`src/rtl/tcdm_synch_tracker.sv`:
```
// Completion-side tracker for the TCDM unit. Counts issued-but-unretired
// sub-transfers per transaction SID and pulses a per-SID done flag once a
// transfer has been closed by its last issue and fully drained by synch pulses.
module tcdm_synch_tracker #(
  parameter int TRANS_SID_WIDTH = 2,
  parameter int CNT_WIDTH       = 4
) (
  input  logic                       clk_i,
  input  logic                       rst_i,
  input  logic                       issue_req_i,
  input  logic [TRANS_SID_WIDTH-1:0] issue_sid_i,
  input  logic                       issue_last_i,
  output logic                       issue_gnt_o,
  input  logic                       synch_req_i,
  input  logic [TRANS_SID_WIDTH-1:0] synch_sid_i,
  output logic [(2**TRANS_SID_WIDTH)-1:0] trans_done_o,
  output logic [(2**TRANS_SID_WIDTH)-1:0] busy_o,
  output logic                       err_o,
  output logic [TRANS_SID_WIDTH-1:0] err_sid_o,
  input  logic                       clear_err_i
);

  localparam int NB_SID = 2**TRANS_SID_WIDTH;
  localparam logic [CNT_WIDTH-1:0] CNT_MAX = '1;
  localparam logic [CNT_WIDTH-1:0] CNT_ONE = CNT_WIDTH'(1);

  typedef enum logic [1:0] {
    ST_IDLE   = 2'd0,
    ST_OPEN   = 2'd1,
    ST_CLOSED = 2'd2
  } sid_state_e;

  sid_state_e                 state_q [NB_SID];
  sid_state_e                 state_d [NB_SID];
  logic [CNT_WIDTH-1:0]       cnt_q   [NB_SID];
  logic [CNT_WIDTH-1:0]       cnt_d   [NB_SID];
  logic [NB_SID-1:0]          done_q, done_d;
  logic                       err_q, err_d;
  logic [TRANS_SID_WIDTH-1:0] err_sid_q, err_sid_d;

  logic issue_acc;
  logic underflow;

  // Grant is purely a function of the addressed SID's registered state.
  assign issue_acc = issue_gnt_o;
  assign underflow = synch_req_i & (cnt_q[synch_sid_i] == '0);

  // State register: per-SID FSM, counters, done pulses and error capture.
  // NOTE: sequential state uses non-blocking assignments so every flop samples
  // pre-edge values regardless of statement order.
  always_ff @(posedge clk_i or posedge rst_i) begin
    if (rst_i) begin
      for (int s = 0; s < NB_SID; s++) begin
        state_q[s] <= ST_IDLE;
        cnt_q[s]   <= '0;
      end
      done_q    <= '0;
      err_q     <= 1'b0;
      err_sid_q <= '0;
    end else begin
      for (int s = 0; s < NB_SID; s++) begin
        state_q[s] <= state_d[s];
        cnt_q[s]   <= cnt_d[s];
      end
      done_q    <= done_d;
      err_q     <= err_d;
      err_sid_q <= err_sid_d;
    end
  end

  // Next-state: counter arithmetic, FSM transitions and done detection per SID.
  // NOTE: every variable gets a default at the top so no path can infer a latch.
  always_comb begin
    done_d = '0;
    for (int s = 0; s < NB_SID; s++) begin
      logic inc, dec;
      cnt_d[s]   = cnt_q[s];
      state_d[s] = state_q[s];
      inc = issue_acc && (issue_sid_i == TRANS_SID_WIDTH'(s));
      dec = synch_req_i && (synch_sid_i == TRANS_SID_WIDTH'(s)) && (cnt_q[s] != '0);
      // A same-cycle issue and retirement on one SID cancel in the counter.
      if (inc && !dec) cnt_d[s] = cnt_q[s] + CNT_ONE;
      if (dec && !inc) cnt_d[s] = cnt_q[s] - CNT_ONE;
      if (inc) state_d[s] = issue_last_i ? ST_CLOSED : ST_OPEN;
      // A closed transfer that drains completes on this edge and frees the SID.
      if (state_d[s] == ST_CLOSED && cnt_d[s] == '0) begin
        done_d[s]  = 1'b1;
        state_d[s] = ST_IDLE;
      end
    end
  end

  // Next-state: sticky underflow error; a new underflow beats a clear.
  always_comb begin
    err_d     = err_q;
    err_sid_d = err_sid_q;
    if (clear_err_i) begin
      err_d     = 1'b0;
      err_sid_d = '0;
    end
    if (underflow && (!err_q || clear_err_i)) begin
      err_d     = 1'b1;
      err_sid_d = synch_sid_i;
    end
  end

  // Outputs: grant and busy derived from registered state only.
  always_comb begin
    issue_gnt_o = issue_req_i && (cnt_q[issue_sid_i] != CNT_MAX)
                  && (state_q[issue_sid_i] != ST_CLOSED);
    for (int s = 0; s < NB_SID; s++) begin
      busy_o[s] = (state_q[s] != ST_IDLE) || (cnt_q[s] != '0);
    end
  end

  assign trans_done_o = done_q;
  assign err_o        = err_q;
  assign err_sid_o    = err_sid_q;

endmodule

```
`config.mk`:
```
export PLATFORM = sky130hd
export DESIGN_NAME = tcdm_synch_tracker
export DESIGN_NICKNAME = d
export VERILOG_FILES = /design/src/rtl/tcdm_synch_tracker.sv
export SDC_FILE = /design/constraint.sdc
export NUM_CORES = 1
export LEC_CHECK = 0
export ABC_AREA = 1
export CORE_MARGIN = 2
export CORE_UTILIZATION = 60
export DETAILED_ROUTE_END_ITERATION = 10
export DONT_BUFFER_PORTS = 1
export GPL_TIMING_DRIVEN = 0
export PLACE_DENSITY = 0.76
export SYNTH_ARGS = -nofsm -noshare
export SYNTH_HDL_FRONTEND = slang
export SYNTH_SLANG_ARGS = --single-unit
```
`constraint.sdc`:
```
create_clock -name clk_i -period 2.7 [get_ports clk_i]
set_clock_uncertainty 0.2 [all_clocks]
set_input_delay 0.54 -clock clk_i [delete_from_list [all_inputs] [get_ports clk_i]]
set_output_delay 0.54 -clock clk_i [all_outputs]
set_load 0.02 [all_outputs]
```
Yosys cells after proc, flatten, opt, wreduce, memory -nomap -nowiden
Cells that the tools add are included.
- reductions and logical operators: 57
- $add $sub $neg: 8
- bitwise gates (word level): 3
- $lt $le $gt $ge: 2
- equality and inequality tests: 12
- mux-type cells: 34
- operators with widths (cell ; number):
    two-way mux 4 bit ; 12
    logical AND 1 bit ; 27
    two-way mux 2 bit ; 13
    zero test 4 bit ; 5
    adder 4 x 1 -> 4 bit (second input constant) ; 4
    binary-select mux 4 bit (select 2 bit) ; 2
    equality test 2 bit (second input constant) ; 8
    nonzero test 4 bit ; 4
    subtractor 4 x 1 -> 4 bit (second input constant) ; 4
    nonzero test 2 bit ; 5
    zero test 1 bit ; 9
    >= comparator 3 bit (second input constant) ; 2
    two-way mux 1 bit ; 6
    inverter 2 -> 3 bit ; 2
    logical OR 1 bit ; 5
    binary-select mux 2 bit (select 2 bit) ; 1
    equality test 2 x 1 -> 1 bit (second input constant) ; 2
    zero test 2 bit ; 2
    inequality test 4 bit (second input constant) ; 1
    inequality test 2 bit (second input constant) ; 1
    bitwise AND 1 bit ; 1
- input port bits: 10
- register bits: 31
- output and inout port bits: 12
- word-level logic and storage cells: 127

Depth between registers and ports, before layout
- depth in word-level cells: 14
- gate-level depth with buffers: 16
- mapped depth without buffers: 15

Worst setup path before layout
No wires, ideal clock.
- kind: input-to-reg
- start point: input issue_sid_i[0]
- end point: register done_q[0], in the netlist trans_done_o[0]
- data required time: 2.381 ns
- stages on the path: 15
- setup time: 0.119 ns
- buffers on the path: 2
- data arrival time: 1.928 ns
- path slack: 0.453 ns
- cell sequence: buf_4 > nor2_4 > nand2_1 > nand2_1 > nor2_1 > nand2_1 > nand2_2 > nor2_8 > buf_6 > nand3_2 > nand2_1 > nor2_1 > nand3_1 > nor2_1 > and2_1
- longest elaborated chain between the ends: 14
- elaborated cells between the ends (all ways): 23
- classes of those cells: eq/ne (3); mux (10); bitwise (1); reduce/logical (9)
- ends and longest elaborated chain (what ; line ; source):
    start, declared ; 11 ; input logic [TRANS_SID_WIDTH-1:0] issue_sid_i,
    inverter 2 -> 3 bit (implied by the code) * ; 109, 110 ;
    binary-select mux 4 bit (select 2 bit) ; 109 ; issue_gnt_o = issue_req_i && (cnt_q[issue_sid_i] != CNT_MAX)
    two-way mux 4 bit (implied by the code) (2 in a row) ; 109 ;
    inequality test 4 bit ; 109 ;
    logical AND 1 bit ; 109 ;
    logical AND 1 bit * ; 110 ; && (state_q[issue_sid_i] != ST_CLOSED);
    via issue_gnt_o ; 13 ; output logic issue_gnt_o,
    logical AND 1 bit * ; 79 ; inc = issue_acc && (issue_sid_i == TRANS_SID_WIDTH'(s));
    logical AND 1 bit or zero test 1 bit (tied branches) ; 82, 83 ;
    two-way mux 4 bit or logical AND 1 bit (tied branches) ; 82, 83 ;
    two-way mux 4 bit ; 83 ; if (dec && !inc) cnt_d[s] = cnt_q[s] - CNT_ONE;
    zero test 4 bit ; 86 ; if (state_d[s] == ST_CLOSED && cnt_d[s] == '0) begin
    logical AND 1 bit * ; 86 ;
    two-way mux 1 bit * ; 86 ;
    via done_d[0] ; 37 ; logic [NB_SID-1:0] done_q, done_d;
    end signal, assigned ; 65 ; done_q <= done_d;
    end, declared ; 37 ;
Mark *: on every way through the listed nets, which the timed path passes. The rest lies on a longest branch. The select of a mux whose other input is x is not followed.
A chain may end at the register's enable or synchronous reset.

Final worst setup path
- start point: register cnt_q[2] (netlist name)
- end point: output issue_gnt_o
- longest elaborated chain between the ends: 6
- ends and longest elaborated chain (what ; line ; source):
    start, declared ; 35 ; logic [CNT_WIDTH-1:0] cnt_q [NB_SID];
    start signal, assigned by index ; 63 ; cnt_q[s] <= cnt_d[s];
    binary-select mux 4 bit (select 2 bit) ; 109 ;
    two-way mux 4 bit (implied by the code) (2 in a row) ; 109 ;
    inequality test 4 bit ; 109 ;
    logical AND 1 bit ; 109 ;
    logical AND 1 bit ; 110 ;
    end, declared ; 13 ;
Every way passes these cells. The select of a mux whose other input is x is not followed.

==> metrics <==
Pint 0.00134 W; Peak VDD IR 0.668 mV; nets 399; largest net degree at the start of global routing 32; worst endpoint data arrival time 1740 ps; Initial Utilization 64.1%; FILL cells 354; critical path class reg -> out; maximum clock path buffer count 2; vias in the first global route 2167; r2r setup slk 410 ps; setup TNS 0 ps; clock insertion delay at the later pin of the skew report 290 ps; worst-margin pin slew 472 ps; Slew headroom 68.2%; CTS Buf Count 5; postcts setup bufs 0; DRT Wirelength 5290 µm; Clock power frac 16.2%; Area Overhead vs Synth 8.23%; Core Area 0.00374 mm²; post-cts sizing count 0; Switch Pwr 0.00117 W; Max Fclk 402 MHz; synth warn 0; pwr dens 968 mW/mm²; number of remaining DRC errors 0; CTS tree done; RSZ-0062 raised after global routing false; fin crit period 2480 ps; initial drt markers 209; final worst setup slack 216 ps; switching fraction of total power 46.6%; Max Fanout on Critical Path 10; combinational power share 49.5%; sequential share of the synthesized area 32.3%; max cap viols 0; first-pass GRT wire length 9220 µm; worst hold stages 2; die area 0.00452 mm²; CTS Sinks 31; H-tree levels 2; Vias/cell 5.18; I/O pins 22; Overflow after GRT 0; r2r worst-path depth 15; synthesis-stage register bit count 31; Finish-stage setup viols 0; dpl hpwl 3980 µm; Hold Fails Final Rpt 0; routed via count 2229; Worst setup SP type flop; commonest non-fill, non-tap cell in the layout nand2_1; CTS root buf clkbuf_8; commonest cells after routing, fill and taps aside nand2_1 (136), inv_1 (53), nand3_1 (32); outcome finished clean; synthesized area 0.00240 mm²; syn_area_per_cell 6.45 µm²; R2R Path End state_q[3]; Cell Rows 22; final antenna-violating net count 0; Hold Path Sink err_sid_o[1]; Wirelength per Cell 12.3 µm; synth unique cells 27; n_diodes 0; Worst-path clk slew 70 ps; hold wc startpoint synch_sid_i[1]; Final Max Tran Viols 0; GPL Wtd Cong 0.921; die height 67.3 µm; synthesized instance count 372; Worst Path Required 1960 ps; pre-CTS WS 155 ps; reg2reg start cnt_q[2]; die span in x 67.3 µm; P_leak 1.51 nW; initial antenna violation count 0; layout cells sized above 1 7.59%; Worst Hold Class in -> reg; port bufs 0; syn_nets 390; Sequential Power Share 34.4%; First-pass DRT Iterations 4; capturing element type of the critical path output port; GRT Total Usage 27.0%; period utilisation layout 92.0%
power groups by stage:
stage          clock (W)  sequential (W)  combinational (W)
2_1_floorplan          0        0.000812            0.00103
3_3_place_gp           0        0.000863            0.00119
3_5_place_dp           0        0.000865            0.00123
4_1_cts         0.000421        0.000858            0.00124
5_1_grt         0.000442        0.000890            0.00145
6_report        0.000407        0.000865            0.00124
per-stage QoR:
step | hold WS [ps] | cells | total power [W] | utilization, % | area, µm²
after floorplan | 284 | 372 | 0.00184 | - | 2400
after global placement | 316 | 420 | 0.00206 | 65.7 | 2460
after detailed placement | 318 | 420 | 0.00209 | 65.7 | 2460
after CTS | 231 | 428 | 0.00252 | 68.4 | 2560
after global routing | 252 | 430 | 0.00278 | 69.4 | 2600
final | 236 | 430 | 0.00252 | 69.4 | 2600
worst max-delay path by stage:
stage | cells after the start | end | start | slack, ps
2_1_floorplan | 15 | trans_done_o[0] | issue_sid_i[0] | 450
3_3_place_gp | 15 | state_q[3] | issue_sid_i[0] | 170
3_5_place_dp | 15 | state_q[3] | issue_sid_i[0] | 150
4_1_cts | 9 | issue_gnt_o | cnt_q[2] | 210
5_1_grt | 9 | issue_gnt_o | cnt_q[2] | 50
6_report | 9 | issue_gnt_o | cnt_q[2] | 220
registers in the layout (all words and copies together) (netlist names):
register,count
cnt_q,16
state_q,8
trans_done_o,4
err_sid_o,2
err_o,1
layer usage:
metal | GRT usage (%) | up-vias | share of wire [%]
li1 | - | 1180 | -
met2 | 43.6 | 49 | 45
met4 | 8.16 | 0 | 0.91
met1 | 35.2 | 994 | 48
met5 | 0 | - | 0
met3 | 7.67 | 6 | 6.6
cell usage after synthesis, drive strengths merged:
cell type / count / area, µm²
nand4: 8 / 50.1
a21oi: 6 / 30.0
nor3: 9 / 45.0
inv: 55 / 206
nand2: 141 / 542
xor2: 11 / 96.3
ha: 8 / 100
and2: 8 / 50.1
clkbuf: 4 / 15.0
o21ai: 12 / 63.8
buf: 5 / 42.5
nand3: 36 / 200
nor2: 33 / 153
nor4: 2 / 12.5
o22ai: 1 / 6.26
dfrtp: 31 / 776
a31oi: 2 / 12.5
final cells by class:
type | instances | area [µm²] | share of cell area [%]
clock buffers | 8 | 100 | 3.85
plain buffers | 9 | 57.6 | 2.21
multi-input cells | 277 | 1360 | 52.4
well taps | 48 | 60.1 | 2.31
inverters | 55 | 206 | 7.94
repair buffers | 2 | 37.5 | 1.44
flip-flops and latches | 31 | 776 | 29.9
what timing repair did:
action,4_1_cts,5_1_grt
endpoints found under the hold margin,0,7
hold buffers,0,1
setup endpoints to repair,0,0
logic make-up (layout without fill, tap and decap cells):
group	count (synthesis)	in the layout	synth area share, %
fa+ha+maj	8	8	4.17
xor+xnor	11	11	4.01
flops	31	31	32.3
compound gates	21	21	4.69
simple gates	237	237	43.8
buf+inv	64	74	11.0
critical path: stages (launching register included):
cell	delay, ps
dfrtp_1	320
clkbuf_1	340
nand2_1	90
nand2_1	80
nand2_1	50
nand2_1	60
nand2_1	60
nor2_2	200
nor2_8	80
buf_6	170
Power figures use the tool's default switching activity.
